## src/rtl/my_sub16_serial.sv

```systemverilog
// Bit-serial unsigned subtractor (out = a - b, LSB first) with valid/ready on both sides.
// Optional SUB_SATURATE_EN: a borrowing result is clamped to zero instead of wrapping.
module my_sub16_serial #(
  parameter int WIDTH = 16
) (
  input  logic             clk,
  input  logic             rst_n,
  input  logic             start_valid,
  output logic             start_ready,
  input  logic [WIDTH-1:0] a,
  input  logic [WIDTH-1:0] b,
  output logic [WIDTH-1:0] out,
  output logic             borrow,
  output logic             zero,
  output logic             done_valid,
  input  logic             done_ready
);

  localparam int CW = (WIDTH > 2) ? $clog2(WIDTH) : 1;

  typedef enum logic [1:0] {
    IDLE  = 2'd0,
    SHIFT = 2'd1,
    DONE  = 2'd2
  } state_t;

  state_t           state_q, state_d;
  logic [WIDTH-1:0] a_q, a_d;
  logic [WIDTH-1:0] b_q, b_d;
  logic [WIDTH-1:0] res_q, res_d;
  logic [CW-1:0]    cnt_q, cnt_d;
  logic             bw_q, bw_d;
  logic [WIDTH-1:0] out_q, out_d;
  logic             borrow_q, borrow_d;
  logic             zero_q, zero_d;

  logic             a_bit, b_bit, diff_bit, bw_nxt;
  logic [WIDTH-1:0] res_nxt, res_fin;

  function automatic logic [WIDTH-1:0] sat_result(input logic [WIDTH-1:0] v, input logic bw);
`ifdef SUB_SATURATE_EN
    sat_result = bw ? '0 : v;
`else
    sat_result = v;
`endif
  endfunction

  // Index WIDTH-1 is the LSB: operands shift toward it, results enter at index 0
  // so the first (LSB) difference bit ends up at WIDTH-1 after WIDTH shifts.
  always_comb begin
    a_bit    = a_q[WIDTH-1];
    b_bit    = b_q[WIDTH-1];
    diff_bit = a_bit ^ b_bit ^ bw_q;
    bw_nxt   = (~a_bit & b_bit) | (~(a_bit ^ b_bit) & bw_q);
    res_nxt  = {res_q[WIDTH-2:0], diff_bit};
    res_fin  = sat_result(res_nxt, bw_nxt);
  end

  always_comb begin
    state_d  = state_q;
    a_d      = a_q;
    b_d      = b_q;
    res_d    = res_q;
    cnt_d    = cnt_q;
    bw_d     = bw_q;
    out_d    = out_q;
    borrow_d = borrow_q;
    zero_d   = zero_q;
    case (state_q)
      IDLE: begin
        if (start_valid) begin
          a_d     = a;
          b_d     = b;
          res_d   = '0;
          cnt_d   = '0;
          bw_d    = 1'b0;
          state_d = SHIFT;
        end
      end
      SHIFT: begin
        a_d   = a_q << 1;
        b_d   = b_q << 1;
        res_d = res_nxt;
        bw_d  = bw_nxt;
        cnt_d = cnt_q + CW'(1);
        if (cnt_q == CW'(WIDTH - 1)) begin
          out_d    = res_fin;
          borrow_d = bw_nxt;
          zero_d   = (res_fin == '0);
          state_d  = DONE;
        end
      end
      DONE: begin
        if (done_ready) state_d = IDLE;
      end
      default: state_d = IDLE;
    endcase
  end

  always_ff @(posedge clk or negedge rst_n) begin
    if (!rst_n) begin
      state_q  <= IDLE;
      a_q      <= '0;
      b_q      <= '0;
      res_q    <= '0;
      cnt_q    <= '0;
      bw_q     <= 1'b0;
      out_q    <= '0;
      borrow_q <= 1'b0;
      zero_q   <= 1'b0;
    end else begin
      state_q  <= state_d;
      a_q      <= a_d;
      b_q      <= b_d;
      res_q    <= res_d;
      cnt_q    <= cnt_d;
      bw_q     <= bw_d;
      out_q    <= out_d;
      borrow_q <= borrow_d;
      zero_q   <= zero_d;
    end
  end

  assign start_ready = (state_q == IDLE);
  assign done_valid  = (state_q == DONE);
  assign out         = out_q;
  assign borrow      = borrow_q;
  assign zero        = zero_q;

endmodule

```

## config.mk

```make
export PLATFORM = sky130hd
export DESIGN_NAME = my_sub16_serial
export DESIGN_NICKNAME = d
export VERILOG_FILES = /design/src/rtl/my_sub16_serial.sv
export SDC_FILE = /design/constraint.sdc
export NUM_CORES = 1
export LEC_CHECK = 0
export ABC_CLOCK_PERIOD_IN_PS = 5300
export BUFFER_PORTS_ARGS = -buffer_cell sky130_fd_sc_hd__buf_2
export CAP_MARGIN = 10
export CORE_MARGIN = 1.5
export CORE_UTILIZATION = 45
export CTS_CLUSTER_DIAMETER = 40
export CTS_CLUSTER_SIZE = 12
export DETAILED_ROUTE_END_ITERATION = 10
export PLACE_DENSITY_LB_ADDON = 0.12
export SKIP_CTS_REPAIR_TIMING = 1
export SYNTH_ARGS = -nofsm -noshare
export SYNTH_HDL_FRONTEND = slang
export SYNTH_SLANG_ARGS = --single-unit
```

## constraint.sdc

```tcl
create_clock -name clk -period 5.3 [get_ports clk]
set_clock_uncertainty 0.15 [all_clocks]
set_input_delay 0 -clock clk [delete_from_list [all_inputs] [get_ports clk]]
set_output_delay 0 -clock clk [all_outputs]
set_load 0.02 [all_outputs]
```

==> out/results.env, run 1 <==
WL_UM=7020
CRIT_PATH_CATEGORY='flip-flop to flip-flop'
GRT.OVERFLOW.TOTAL=0
POWER.DENSITY_nW_PER_UM2=513
SYNTHESIZED_NETLIST_CELL_COUNT=291
POST-ROUTE-PERIOD-UTIL_PCT=44.7
FILLCELLCOUNT=589
CLKLATENCYLATEPIN_NS=0.34
TRITONCTS_CLOCK_TREE='yes'
GLOBAL_ROUTE_WIRE_LENGTH_BEFORE_REPAIR_UM=11100
FINALNONFILLERCELLS=472
SYNTH_SIMPLE_GATE_AREA_SHARE_PCT=9.26
ANTENNA_FOUND_INITIAL=0
TIMING.CRITICAL_PATH.REQUIRED_NS=5.37
START_UTIL_PCT=47.2
WORSTPATHMAXFANOUT=40
CRITICAL_PATH.MAX_STAGE_DELAY_NS=0.75
MAXUSEDROUTINGLAYER='met4'
SYN-CELL-AREA_UM2=3240
SYNTH_EDF_COUNT=0
FLOORPLAN.DIE.HEIGHT_UM=87.9
ROUTED-WL-MET2_UM=3300
PIN_COUNT_OF_THE_BIGGEST_NET_ENTERING_GLOBAL_ROUTING=73
CRIT_PATH_CELL_TRACE='buf_4, nand2b_1, or2_1, mux2_2'
NNETSFINAL=409
MAX_CAP_VIOL_COUNT=0
PLACEMENT.SETUP.WORST_SLACK_NS=2.91
FIRST_GLOBAL_VIAS=2329
FP.DIEAREA_UM2=7730
CELL_LEAKAGE_POWER_nW=1.91
SYNTH-COMPOUND-AREA-SHARE_PCT=23.4
DETAILROUTE.WIRELENGTH.MET3_UM=230
WORST-SLEW-PIN-TRANSITION_NS=1.08
PLACE.PORT_BUFFERS=55
SYNTH-ADDER-AREA-SHARE_PCT=1.00
TOP_DELAY_FAMILY_ON_CRIT_PATH='simple AND/OR/NAND/NOR gates'
SYNTH.MUX.AREA_FRACTION_PCT=6.71
GRT_SETUP_UNREPAIRED='no'
INSERTEDDIODECOUNT=0
RUN_STATUS='finished clean'
TIMING.FINAL.SETUP_VIOLATIONS=0
DR_TOTAL_VIAS=2491
IOPINCOUNT=56
DETAIL-ROUTE-ANTENNA-NETS=0
CLOCK-ROOT-BUFFER='clkbuf_8'
DRTITER0DRC=140
PERIOD_NEEDED_NS=2.37
GP_ROUTABILITY_CONGESTION=0.698
COMBINATIONAL_FAMILY_WITH_THE_MOST_AREA_AFTER_SYNTHESIS='compound AO/OA/AOI/OAI gates'
DIE_X_UM=87.9
SYNTH_XOR_XNOR_AREA_SHARE_PCT=0
FIN_WS_NS=2.93
MAX-CLOCK-PATH-BUFFERS=2
POSTSYNTHNETCOUNT=329
DETAIL_ROUTE.DRC_VIOLATIONS=0
CRITICAL_PATH_ARRIVAL_NS=2.44
MAX_SLEW_MARGIN_PCT=28.0
PLACE_HPWL_UM=4020
VIAS_PER_CELL=5.28
LAYOUT-DRIVE-GT1-SHARE_PCT=24.7
ROUTED_WIRE_LENGTH_PER_INSTANCE_UM=14.9
MET1_LENGTH_UM=3370
WORST_CASE_VDD_IR_DROP_mV=0.269
FINAL.SETUP.TNS_NS=0
GLOBAL_ROUTE.USAGE.TOTAL_PCT=18.7
MIN_PATH_TYPE='input pin to flip-flop'
ACHIEVABLE-FREQUENCY_MHz=422
CTS_MADE_BUFFERS=9
SLEW_VIOL_FINAL=0
CLKTRANSATPATHREGS_NS=0.07
SYNTH_CELL_TYPES=28
STARTPOINT_TYPE='flip-flop'
SYNTH_AREA_PER_CELL_UM2=11.1
SYNTH.YOSYS.SEQ_AREA_SHARE_PCT=55.6
RRSETUPSLACK_NS=2.93
YS_FF_LATCH=72
CRITICAL_PATH.N_BUFFERS_INVERTERS=1
AREA.GROWTH.SYNTH_TO_FINAL_PCT=26.5
COUNT_OF_ENDPOINTS_FAILING_HOLD_IN_THE_FINAL_TIMING_REPORT=0
SYNTH_WARNINGS=0
POST-PLACE-CELLS=422
ROWS=30
DRT_FIRST_PASS_ITERS=4
END_KIND='flip-flop'
CTS.HTREE.LEVELS=3
CRITPATHSLOWESTCELL='or2_1'
SYNTH_FF_TYPE='dfrtp_1'
CLOCK-SINKS=72
POSTSYNTH.ASYNCRESETSHARE_PCT=100
CORE_AREA_UM2=6870
-- area by class of cell --
cell class | instances | area, um^2 | area share (%)
Clock buffer | 13 | 159 | 3.87
Clock inverter | 3 | 40.0 | 0.976
Inverter | 3 | 11.3 | 0.275
Multi-Input combinational cell | 192 | 1320 | 32.3
Sequential cell | 72 | 1800 | 43.9
Tap cell | 96 | 120 | 2.93
Timing Repair Buffer | 93 | 646 | 15.7
-- cell usage in the layout (no fill, tap or decap), drive strengths merged --
cell / synthesis / final
a21oi: 31 / 31
a22o: 17 / 17
a22oi: 30 / 30
a2bb2oi: 1 / 1
a41oi: 1 / 1
buf: 13 / 59
bufinv: 0 / 1
clkbuf: 11 / 13
clkinv: 0 / 2
dfrtp: 72 / 72
dlygate4sd3: 0 / 34
fa: 1 / 1
ha: 1 / 1
inv: 3 / 3
mux2: 17 / 17
nand2: 5 / 5
nand2b: 2 / 2
nand3: 2 / 2
nand4: 1 / 1
nor2: 2 / 2
nor2b: 33 / 33
nor3b: 1 / 1
nor4: 4 / 4
o21ai: 41 / 41
o21bai: 1 / 1
or2: 1 / 1
-- stage by stage --
stage                     area [um^2]  power (mW)  hold slack [ns]  utilization (%)
after detailed placement         3560        1.67           0.0606             51.9
after global placement           3560        1.65           0.0640             51.9
after CTS                        3760        2.12           -0.307             54.8
after global routing             4100        2.26            0.218             59.7
after floorplan                  3240        1.46           -0.446                -
final                            4100        2.11            0.201             59.7
-- power breakdown --
part           switching (mW)  leakage [nW]  total (mW)  internal [mW]
sequential              0.156         0.943       0.914          0.758
clock                   0.194         0.103       0.437          0.242
combinational           0.408         0.865       0.756          0.348
total                   0.759          1.91        2.11           1.35
-- worst register-to-register path: stages, from the launching register on --
cell	delay (ns)
dfrtp_1	0.33
buf_4	0.37
nand2b_1	0.23
or2_1	0.75
mux2_2	0.43
-- cells by family (layout without fill, tap and decap cells) --
| logic type | Yosys count | count (layout) |
|---|---|---|
| adder cells (fa/ha/maj) | 2 | 2 |
| AO/OA/AOI/OAI | 122 | 122 |
| buffers and inverters | 27 | 112 |
| multiplexers | 17 | 17 |
| AND/OR/NAND/NOR | 51 | 51 |
| flip-flops | 72 | 72 |
-- synth_stat cells (all sizes together), types with 2 or more instances --
library cell	n	area share, %
a21oi	31	4.8
mux2	17	6.7
a22o	17	4.6
a22oi	30	6.9
nor2b	33	6.4
buf	13	2.4
inv	3	0.35
nor4	4	0.77
clkbuf	11	1.3
o21ai	41	6.3
nand2	5	0.58
nor2	2	0.23
nand2b	2	0.39
dfrtp	72	56
nand3	2	0.31
-- worst paths after layout --
| check | startpoint | end | cells after the start |
|---|---|---|---|
| min in group asynchronous | rst_n | b_q[7]$_DFFE_PN0P_ | 3 |
| worst min register to register | bw_q$_DFFE_PN0P_ | bw_q$_DFFE_PN0P_ | 2 |
| worst max-delay path | state_q[1]$_DFFE_PN0P_ | out[5]$_DFFE_PN0P_ | 4 |
| worst max register to register | state_q[1]$_DFFE_PN0P_ | out[5]$_DFFE_PN0P_ | 4 |
| max in group asynchronous | rst_n | out[14]$_DFFE_PN0P_ | 3 |
| worst min-delay path | start_valid | b_q[15]$_DFFE_PN0P_ | 3 |
-- routing by layer --
metal | vias to the layer above | global-route usage [%]
met2 | 43 | 28.3
met1 | 1215 | 25.9
li1 | 1222 | -
met4 | 0 | 8.37
met3 | 11 | 4.24
met5 | - | 0
-- flip-flops by register name, indices dropped and copies added (netlist names) --
name / count
bw_q: 1
cnt_q: 4
out: 16
res_q: 15
b_q: 16
state_q: 2
borrow: 1
zero: 1
a_q: 16
(Power assumes the default switching activity.)
==> inputs of run 2 (changes only) <==
Settings changed: ABC_CLOCK_PERIOD_IN_PS 5300 to 2100.
Clock period 5.3 ns to 2.1 ns, I/O delays scaled along.
==> run 2 against run 1 <==
Net effect: final cell count increased by 1.3%; setup slack worse by 2.6 ns; fmax increased by 37%; non-clock buffer count increased by 6.
==> out/results.env, run 2 (synthesized netlist as in run 1, its figures left out) <==
CORE_AREA_UM2=6870
TRITONCTS_CLOCK_TREE='yes'
START_UTIL_PCT=47.2
ROUTED_WIRE_LENGTH_PER_INSTANCE_UM=15.1
FINAL.SETUP.TNS_NS=0
FILLCELLCOUNT=592
RUN_STATUS='finished clean'
DETAILROUTE.WIRELENGTH.MET3_UM=307
DR_TOTAL_VIAS=2513
TIMING.FINAL.SETUP_VIOLATIONS=0
MAXUSEDROUTINGLAYER='met4'
WL_UM=7190
CELL_LEAKAGE_POWER_nW=1.93
IOPINCOUNT=56
CLKTRANSATPATHREGS_NS=0.08
PERIOD_NEEDED_NS=1.73
FIN_WS_NS=0.369
FIRST_GLOBAL_VIAS=2200
GLOBAL_ROUTE.USAGE.TOTAL_PCT=19.3
GRT.OVERFLOW.TOTAL=0
PLACE.PORT_BUFFERS=55
REG2REG_FROM='a_q[15]$_DFFE_PN0P_'
CRITICAL_PATH_ARRIVAL_NS=1.84
COUNT_OF_ENDPOINTS_FAILING_HOLD_IN_THE_FINAL_TIMING_REPORT=0
WORSTPATHMAXFANOUT=3
POWER.DENSITY_nW_PER_UM2=1270
CLKLATENCYLATEPIN_NS=0.34
HP-START='start_valid'
ROWS=30
INSERTEDDIODECOUNT=0
END_KIND='flip-flop'
CLOCK-SINKS=72
DIE_X_UM=87.9
MAX_CAP_VIOL_COUNT=0
LAYOUT-DRIVE-GT1-SHARE_PCT=25.4
PIN_COUNT_OF_THE_BIGGEST_NET_ENTERING_GLOBAL_ROUTING=73
NNETSFINAL=415
DRT_FIRST_PASS_ITERS=4
LAYOUT.CELLS.MOST_COMMON='dfrtp_1'
DETAIL_ROUTE.DRC_VIOLATIONS=0
MAX_SLEW_MARGIN_PCT=70.4
SLEW_VIOL_FINAL=0
WORST_CASE_VDD_IR_DROP_mV=0.775
VIAS_PER_CELL=5.26
POST-ROUTE-PERIOD-UTIL_PCT=82.4
PLACE_HPWL_UM=4120
MOST_USED_CELLS_IN_THE_LAYOUT_EXCLUDING_FILL_AND_TAP_CELLS='dfrtp_1 (72), buf_2 (55), o21ai_0 (40)'
MIN_PATH_TYPE='input pin to flip-flop'
ROUTED-WL-MET2_UM=3310
CRIT_PATH_START='a_q[15]$_DFFE_PN0P_'
FLOORPLAN.DIE.HEIGHT_UM=87.9
AREA.GROWTH.SYNTH_TO_FINAL_PCT=27.9
FP.DIEAREA_UM2=7730
CTS.HTREE.LEVELS=3
WORST-SLEW-PIN-TRANSITION_NS=0.444
GP_ROUTABILITY_CONGESTION=0.722
ACHIEVABLE-FREQUENCY_MHz=578
CTS_MADE_BUFFERS=9
MET1_LENGTH_UM=3510
STARTPOINT_TYPE='flip-flop'
DETAIL-ROUTE-ANTENNA-NETS=0
ANTENNA_FOUND_INITIAL=0
TIMING.CRITICAL_PATH.REQUIRED_NS=2.21
DRTITER0DRC=148
PLACEMENT.SETUP.WORST_SLACK_NS=0.372
CLOCK-ROOT-BUFFER='clkbuf_8'
GRT_SETUP_UNREPAIRED='no'
GLOBAL_ROUTE_WIRE_LENGTH_BEFORE_REPAIR_UM=11300
CRIT_PATH_CATEGORY='flip-flop to flip-flop'
MAX-CLOCK-PATH-BUFFERS=2
-- run 2: cell types whose count changed in the layout (fill, tap and decap cells not counted), sizes merged --
cell,change
buf,+6
bufinv,-1
clkinvlp,+1
-- run 2: final timing paths --
path	slack [ns]	depth (start not counted)	to
min reg2reg	0.34	2	bw_q$_DFFE_PN0P_
max in group asynchronous	1.42	3	b_q[15]$_DFFE_PN0P_
min	0.03	4	b_q[7]$_DFFE_PN0P_
max reg2reg	0.37	4	zero$_DFFE_PN0P_
max	0.37	4	zero$_DFFE_PN0P_
min in group asynchronous	0.06	3	b_q[7]$_DFFE_PN0P_
-- run 2: power by group --
| part | switching, mW | internal [mW] | leakage, nW |
|---|---|---|---|
| sequential | 0.387 | 1.91 | 0.943 |
| combinational | 1.06 | 0.958 | 0.906 |
| clock | 0.496 | 0.459 | 0.0834 |
| total | 1.94 | 3.33 | 1.93 |
-- run 2: worst max-delay path, stage by stage, from the launching register on --
cell	delay (ns)
dfrtp_1	0.41
fa_1	0.54
nor4_1	0.28
nand4_1	0.12
o21ai_0	0.16
-- run 2: final cells by class --
class | count | area [um^2] | share of cell area (%)
clock buffer | 13 | 149 | 3.59
clock inverter | 3 | 17.5 | 0.422
inverter | 3 | 11.3 | 0.271
multi-input combinational | 192 | 1320 | 31.8
sequential | 72 | 1800 | 43.4
tap | 96 | 120 | 2.90
timing repair buffer | 99 | 728 | 17.6
-- run 2: routing by layer --
layer / up-vias / global-route usage [%]
li1: 1233 / -
met1: 1215 / 27.8
met2: 56 / 28.0
met3: 9 / 5.75
met4: 0 / 6.06
met5: - / 0
-- run 2: through the flow --
step           utilization (%)  power (mW)  hold slack [ns]  std cells  area [um^2]
2_1_floorplan                -        3.68           -0.446        291         3240
3_3_place_gp              53.0        4.27          -0.0893        428         3640
3_5_place_dp              53.0        4.31           -0.109        428         3640
4_1_cts                   55.4        5.28           -0.463        444         3810
5_1_grt                   60.4        5.66           0.0656        478         4150
6_report                  60.4        5.27           0.0320        478         4150
